==> src/rtl/multicycle_sequencer.sv <==
// Multicycle control sequencer for the LEGv8 datapath (FETCH, DECODE, EXEC, MEM, WB).
// Holds IR and NZVC flags, handshakes with both memories and faults on bad opcodes or timeouts.
module multicycle_sequencer #(
  parameter int TIMEOUT = 16
) (
  input  logic        clk,
  input  logic        reset,
  input  logic [31:0] instr,
  input  logic        imem_ack,
  input  logic        dmem_ack,
  input  logic        alu_zero,
  input  logic        alu_negative,
  input  logic        alu_overflow,
  input  logic        alu_cout,
  output logic [31:0] ir,
  output logic        imem_req,
  output logic        dmem_req,
  output logic        dmem_we,
  output logic        pc_write,
  output logic [1:0]  pc_sel,
  output logic        uncond_br,
  output logic        reg2loc,
  output logic [1:0]  alu_src,
  output logic [2:0]  alu_op,
  output logic        reg_write,
  output logic        reg2write,
  output logic [1:0]  mem_to_reg,
  output logic [3:0]  flags,
  output logic        instr_done,
  output logic        fault
);

  localparam int CNT_W = (TIMEOUT > 2) ? $clog2(TIMEOUT) : 1;
  localparam logic [CNT_W-1:0] CNT_LAST = CNT_W'(TIMEOUT - 1);

  localparam logic [2:0] S_FETCH  = 3'd0;
  localparam logic [2:0] S_DECODE = 3'd1;
  localparam logic [2:0] S_EXEC   = 3'd2;
  localparam logic [2:0] S_MEM    = 3'd3;
  localparam logic [2:0] S_WB     = 3'd4;
  localparam logic [2:0] S_FAULT  = 3'd5;

  logic [2:0]       state_q, state_d;
  logic [CNT_W-1:0] cnt_q, cnt_d;
  logic [31:0]      ir_q, ir_d;
  logic [3:0]       flags_q, flags_d;
  logic             flag_we;

  logic is_b, is_bl, is_bcond, is_cbz, is_addi, is_adds, is_subs;
  logic is_ldur, is_stur, is_br, is_legal, bcond_taken;
  logic             dec_reg2loc;
  logic [1:0]       dec_alu_src;
  logic [2:0]       dec_alu_op;

  always_comb begin
    is_b     = (ir_q[31:26] == 6'b000101);
    is_bl    = (ir_q[31:26] == 6'b100101);
    is_bcond = (ir_q[31:24] == 8'b01010100);
    is_cbz   = (ir_q[31:24] == 8'b10110100);
    is_addi  = (ir_q[31:22] == 10'b1001000100);
    is_adds  = (ir_q[31:21] == 11'b10101011000);
    is_subs  = (ir_q[31:21] == 11'b11101011000);
    is_ldur  = (ir_q[31:21] == 11'b11111000010);
    is_stur  = (ir_q[31:21] == 11'b11111000000);
    is_br    = (ir_q[31:21] == 11'b11010110000);
    is_legal = is_b | is_bl | is_bcond | is_cbz | is_addi | is_adds |
               is_subs | is_ldur | is_stur | is_br;
    // Only B.LT is implemented; every other condition code falls through.
    bcond_taken = (ir_q[4:0] == 5'b01011) && (flags_q[3] != flags_q[1]);
    dec_reg2loc = is_adds | is_subs;
    dec_alu_src = is_addi ? 2'b01 : ((is_ldur | is_stur) ? 2'b10 : 2'b00);
    dec_alu_op  = (is_addi | is_adds | is_ldur | is_stur) ? 3'b010 :
                  (is_subs ? 3'b011 : 3'b000);
  end

  always_comb begin
    state_d = state_q;
    cnt_d   = cnt_q;
    ir_d    = ir_q;
    flags_d = flags_q;
    case (state_q)
      S_FETCH: begin
        if (imem_ack) begin
          ir_d    = instr;
          state_d = S_DECODE;
        end else if (cnt_q == CNT_LAST) begin
          state_d = S_FAULT;
        end else begin
          cnt_d = cnt_q + CNT_W'(1);
        end
      end
      S_DECODE: state_d = is_legal ? S_EXEC : S_FAULT;
      S_EXEC: begin
        if (flag_we) begin
          flags_d = {alu_negative, alu_zero, alu_overflow, alu_cout};
        end
        cnt_d = '0;
        if (is_addi || is_adds || is_subs) begin
          state_d = S_WB;
        end else if (is_ldur || is_stur) begin
          state_d = S_MEM;
        end else begin
          state_d = S_FETCH;
        end
      end
      S_MEM: begin
        if (dmem_ack) begin
          cnt_d   = '0;
          state_d = is_ldur ? S_WB : S_FETCH;
        end else if (cnt_q == CNT_LAST) begin
          state_d = S_FAULT;
        end else begin
          cnt_d = cnt_q + CNT_W'(1);
        end
      end
      S_WB: begin
        cnt_d   = '0;
        state_d = S_FETCH;
      end
      S_FAULT: state_d = S_FAULT;
      default: state_d = S_FAULT;
    endcase
  end

  // Outputs are forced low while reset is high so a request in flight drops at once.
  always_comb begin
    imem_req   = 1'b0;
    dmem_req   = 1'b0;
    dmem_we    = 1'b0;
    pc_write   = 1'b0;
    pc_sel     = 2'b00;
    uncond_br  = 1'b0;
    reg2loc    = 1'b0;
    alu_src    = 2'b00;
    alu_op     = 3'b000;
    reg_write  = 1'b0;
    reg2write  = 1'b0;
    mem_to_reg = 2'b00;
    flag_we    = 1'b0;
    if (!reset) begin
      case (state_q)
        S_FETCH: imem_req = 1'b1;
        S_EXEC: begin
          reg2loc = dec_reg2loc;
          alu_src = dec_alu_src;
          alu_op  = dec_alu_op;
          flag_we = is_adds | is_subs;
          if (is_b || is_bl) begin
            pc_write  = 1'b1;
            pc_sel    = 2'b01;
            uncond_br = 1'b1;
          end
          if (is_bl) begin
            reg_write  = 1'b1;
            reg2write  = 1'b1;
            mem_to_reg = 2'b10;
          end
          if (is_br) begin
            pc_write = 1'b1;
            pc_sel   = 2'b10;
          end
          if (is_cbz) begin
            pc_write = 1'b1;
            pc_sel   = alu_zero ? 2'b01 : 2'b00;
          end
          if (is_bcond) begin
            pc_write = 1'b1;
            pc_sel   = bcond_taken ? 2'b01 : 2'b00;
          end
        end
        S_MEM: begin
          dmem_req = 1'b1;
          dmem_we  = is_stur;
          alu_src  = dec_alu_src;
          alu_op   = dec_alu_op;
          pc_write = is_stur & dmem_ack;
        end
        S_WB: begin
          // ALU controls stay up so the writeback sees a stable ALU result.
          reg2loc    = dec_reg2loc;
          alu_src    = dec_alu_src;
          alu_op     = dec_alu_op;
          reg_write  = 1'b1;
          mem_to_reg = is_ldur ? 2'b01 : 2'b00;
          pc_write   = 1'b1;
        end
        default: ;
      endcase
    end
    instr_done = pc_write;
    fault      = (state_q == S_FAULT) && !reset;
  end

  always_ff @(posedge clk or posedge reset) begin
    if (reset) begin
      state_q <= S_FETCH;
      cnt_q   <= '0;
      ir_q    <= '0;
      flags_q <= '0;
    end else begin
      state_q <= state_d;
      cnt_q   <= cnt_d;
      ir_q    <= ir_d;
      flags_q <= flags_d;
    end
  end

  assign ir    = ir_q;
  assign flags = flags_q;

endmodule

==> config.mk <==
export PLATFORM = sky130hd
export DESIGN_NAME = multicycle_sequencer
export DESIGN_NICKNAME = d
export VERILOG_FILES = /design/src/rtl/multicycle_sequencer.sv
export SDC_FILE = /design/constraint.sdc
export NUM_CORES = 1
export LEC_CHECK = 0
export CAP_MARGIN = 20
export CORE_UTILIZATION = 35
export CTS_CLUSTER_SIZE = 25
export DETAILED_ROUTE_END_ITERATION = 16
export PLACE_DENSITY = 0.77
export SLEW_MARGIN = 25
export SYNTH_ARGS = -nofsm -noshare
export SYNTH_HDL_FRONTEND = slang
export SYNTH_SLANG_ARGS = --single-unit
==> constraint.sdc <==
create_clock -name clk -period 7.8 [get_ports clk]
set_input_delay 2.34 -clock clk [delete_from_list [all_inputs] [get_ports clk]]
set_output_delay 2.34 -clock clk [all_outputs]
set_load 0.01 [all_outputs]
# After elaboration in Yosys (flattened, before gate mapping)
# Index checks and enable logic that the tools add are counted.
[word_totals]
ff_bits = 43
input_bits = 40
out_inout_bits = 55
word_cells = 108
[classes]
n_addsub = 1
eq_ne = 19
n_mux = 55
bitwise_logic = 15
reduce_logical = 14
[op_table]
columns = ["cell", "count"]
rows = [
  ["== test 11 bit (second input constant)", 5],
  ["two-way mux 2 bit", 16],
  ["two-way mux 1 bit", 25],
  ["two-way mux 3 bit", 6],
  ["one-hot mux 3 bit (5 select lines)", 1],
  ["OR 1 bit", 14],
  ["two-way mux 4 bit", 3],
  ["one-hot mux 4 bit (3 select lines)", 1],
  ["== test 10 bit (second input constant)", 1],
  ["== test 8 x 7 -> 1 bit (second input constant)", 1],
  ["== test 8 bit (second input constant)", 1],
  ["== test 3 x 2 -> 1 bit (second input constant)", 2],
  ["== test 3 bit (second input constant)", 2],
  ["== test 6 x 3 -> 1 bit (second input constant)", 1],
  ["== test 6 bit (second input constant)", 1],
  ["AND reduction 2 bit", 3],
  ["== test 5 x 4 -> 1 bit (second input constant)", 1],
  ["adder 4 x 1 -> 4 bit (second input constant)", 1],
  ["== test 4 bit (second input constant)", 1],
  ["logical OR 1 bit", 4],
  ["one-hot mux 2 bit (2 select lines)", 1],
  ["== test 3 x 1 -> 1 bit (second input constant)", 1],
  ["logical NOT 3 bit", 1],
  ["one-hot mux 1 bit (3 select lines)", 1],
  ["other kinds (9)", 10],
]

# Depth between registers and ports, before layout
[depth]
depth_word = 12
depth_mapped = 8
ltp_nobuf = 5

# Worst setup path after synthesis
# No wires, ideal clock.
[synth_path]
path_type = "input port to output port"
from = "input port reset"
to = "output port mem_to_reg[0]"
arrival_time_ps = 3922
required_time_ps = 5460
slack_ps = 1538
cell_stages = 5
n_path_buf = 1
path_cell_list = "clkbuf_2 inv_1 nand2_1 nor2_1 and3_1"
[synth_via]
elab_chain_len = 1
[synth_rtl]
columns = ["item", "line_no", "source"]
rows = [
  ["start, declared", "7", "input logic reset,"],
  ["two-way mux 2 bit", "140", "if (!reset) begin"],
  ["end, declared", "27", "output logic [1:0] mem_to_reg,"],
]
# Every way passes these cells.

# Worst setup path after layout
[layout_path]
from = "input port reset"
to = "output port reg_write"
[layout_via]
elab_chain_len = 1
[layout_rtl]
columns = ["item", "line_no", "source"]
rows = [
  ["two-way mux 1 bit", "140", ""],
  ["end, declared", "25", "output logic reg_write,"],
]
# Every way passes these cells.

==> metrics.yaml <==
clocking:
  cts_buffer_depth: 2
  cts_setup_buffers: 0
  clock-sinks: 43
  cts_resized: 0
  cts_max_level: 2
  path_clk_slew_ns: 0.07
  clk_latency_ns: 0.29
  cts_buffers: 5
  cts_hold_buf: 0
  cts_tree: "built"
  clockRootBuffer: "clkbuf_8"
routing:
  dr_total_vias: 1926
  routed_wl_um: 5490
  drc: 0
  postRouteAntennaNets: 0
  drtIter0Drc: 70
  drt-vias-per-instance: 5.29
  dr.pass1.iters: 4
  wl_per_cell_um: 15.1
timing:
  clock_skew_ns: 0.00826
  hold_viol_final: 0
  rsz0062_at_grt: "false"
  finalCriticalPeriod_ns: 7.20
  tns_ns: 0
  maxSlewHeadroom_pct: 40.3
  maxClockFrequency_mhz: 139
  worst_slew_pin_slew_ns: 0.888
  period_share_pct: 92.3
  finalSetupViolations: 0
  drv_slew: 0
  fin_ws_ns: 0.600
floorplan:
  dieArea_sq_um: 6640
  core_sq_um: 6030
  start_util_pct: 36.7
  rows: 28
  die_h_um: 81.5
  io_pins: 95
  die_x_um: 81.5
cells_and_area:
  layout_common_cells: "93 x clkdlybuf4s50_1, 43 x dfrtp_1, 34 x mux2_2, 15 x nor2_1, 15 x nand2_1"
  fin_util_pct: 53.7
  drive_gt1_share_pct: 18.3
  fillers: 562
  layout_commonest_cell: "clkdlybuf4s50_1"
  num_antenna_cells: 0
  synthToLayoutAreaGrowth_pct: 46.3
  nNetsFinal: 331
  fin_area_sq_um: 3240
synth:
  synth-edff-count: 0
  synth.area.top_cells: "dfrtp_1 49%, mux2_2 17%, nand2_1 2.5%"
  synthCells: 201
  yosysTopAreaCell: "dfrtp_1"
  synthDistinctLibCells: 46
  async_flop_share_pct: 100
  synth-seq-area-share_pct: 48.6
  synth_warnings: 0
  synthFlopType: "dfrtp_1"
  netlist_area_sq_um: 2210
  synth_fp_nets: 242
  ys_seq_elements: 43
  syn-mean-instance-area_sq_um: 11.0
  yosysTopAreaCellShare_pct: 48.6
critical_path:
  worst-setup-path-type: "primary input to output pin"
  crit_path_top_delay_cell: "or4_1"
  required_ns: 5.46
  path_max_fanout: 8
  ff2ff_setup_slack_ns: 5.43
  cp-start-kind: "primary input"
  path_delay_family: "simple AND/OR/NAND/NOR gates"
  crit_buf_inv: 2
  crit_chain: "clkdlybuf4s50_1 -> or4_1 -> or2_2 -> nor3b_1 -> or2_2 -> clkdlybuf4s50_1"
  cp-end-kind: "output pin"
  cp.arrival_ns: 4.86
  max_stage_delay_ns: 0.61
power:
  vdd_ir_drop_max_mv: 0.0699
  power.density_nw_per_um2: 117
  leakage_nw: 1.44
global_route:
  grt_pass1_wl_um: 9250
  grtUsageTotal_pct: 18.5
  antenna_found_initial: 0
  grt_max_degree: 36
  grt_overflow: 0
  grt_pass1_vias: 1922
outcome:
  outcome: "finished clean"
place:
  io_buffers: 93
  dp_hpwl_um: 4130
  placed_area_sq_um: 3160
  place_ws_ns: 0.571
  finalWeightedCongestion: 0.813
flow_run:
  cap_violations: 0
worst_hold_path:
  hold_class: "register to register"
[worst reg2reg max path, cell delays in order (launching register included)]
cell and delay, ns:
dfrtp_1 0.54, or4b_4 0.53, nor4_2 0.75, nor3_1 0.16, o32ai_1 0.29
[synthesized netlist by cell type (2+ instances only)]
| library cell | n |
|---|---|
| mux2_2 | 34 |
| buf_4 | 3 |
| buf_6 | 3 |
| nand2_1 | 15 |
| nor4bb_1 | 2 |
| a22oi_1 | 2 |
| dfrtp_1 | 43 |
| and3_1 | 4 |
| inv_1 | 5 |
| nor2b_1 | 3 |
| or4_1 | 3 |
| nand3_1 | 7 |
| nand3b_1 | 2 |
| clkbuf_2 | 2 |
| a31oi_1 | 2 |
| nor3b_1 | 2 |
| o21ai_0 | 5 |
| xor2_1 | 2 |
| o21bai_1 | 2 |
| a21oi_1 | 11 |
| nor2_1 | 15 |
| nor3_1 | 4 |
| or2_2 | 4 |
| buf_2 | 3 |
| clkbuf_1 | 2 |
[routing by layer]
metal	global-route usage, %	up-vias	wire length [um]
li1	-	897	-
met5	0	-	0
met3	6.00	6	513
met1	22.8	940	2320
met2	30.5	83	2590
met4	5.54	0	73
[cell families after synthesis]
family / after synthesis / share of synthesized area (%)
AOI/OAI and AO/OA: 29 / 8.60
xor gates and xnor gates: 2 / 0.792
adders and majority gates: 1 / 0.566
buffers and inverters: 18 / 4.86
DFF: 43 / 48.6
muxes: 35 / 17.8
other: 1 / 0.170
and+or+nand+nor: 72 / 18.6
[power breakdown]
part | internal [mW] | leakage, nW | switching (mW)
combinational | 0.0187 | 0.818 | 0.00893
sequential | 0.223 | 0.580 | 0
clock | 0.0597 | 0.0371 | 0.0692
total | 0.301 | 1.44 | 0.0781
[flip-flops by register name, indices dropped and copies added, names as in the netlist]
signal   flops
state_q      3
cnt_q        4
ir          32
flags        4
[area by class of cell]
type	instances	area, sq um	area share [%]
sequential	43	1080	33.3
multi-input combinational	140	1030	31.8
timing repair buffer	95	946	29.2
tap	75	93.8	2.90
clock buffer	6	72.6	2.24
inverter	5	18.8	0.580
[through the flow]
step | hold WS (ns) | power, mW | std cells
after CTS | 0.512 | 0.385 | 364
after global routing | 0.527 | 0.398 | 364
after global placement | 0.489 | 0.255 | 358
after detailed placement | 0.494 | 0.255 | 358
final | 0.510 | 0.379 | 364
after floorplan | 0.533 | 0.234 | 201
[worst paths after layout]
| kind | from | endpoint | depth (start not counted) |
|---|---|---|---|
| max in group asynchronous | reset | ir[19]$_DFFE_PP0P_ | 3 |
| worst min register to register | ir[8]$_DFFE_PP0P_ | ir[8]$_DFFE_PP0P_ | 1 |
| min in group asynchronous | reset | cnt_q[2]$_DFFE_PP0P_ | 2 |
| worst max-delay path | reset | reg_write | 6 |
| worst max register to register | ir[30]$_DFFE_PP0P_ | state_q[1]$_DFF_PP0_ | 4 |
| worst min-delay path | ir[8]$_DFFE_PP0P_ | ir[8]$_DFFE_PP0P_ | 1 |
Power figures use the tool's default switching activity.
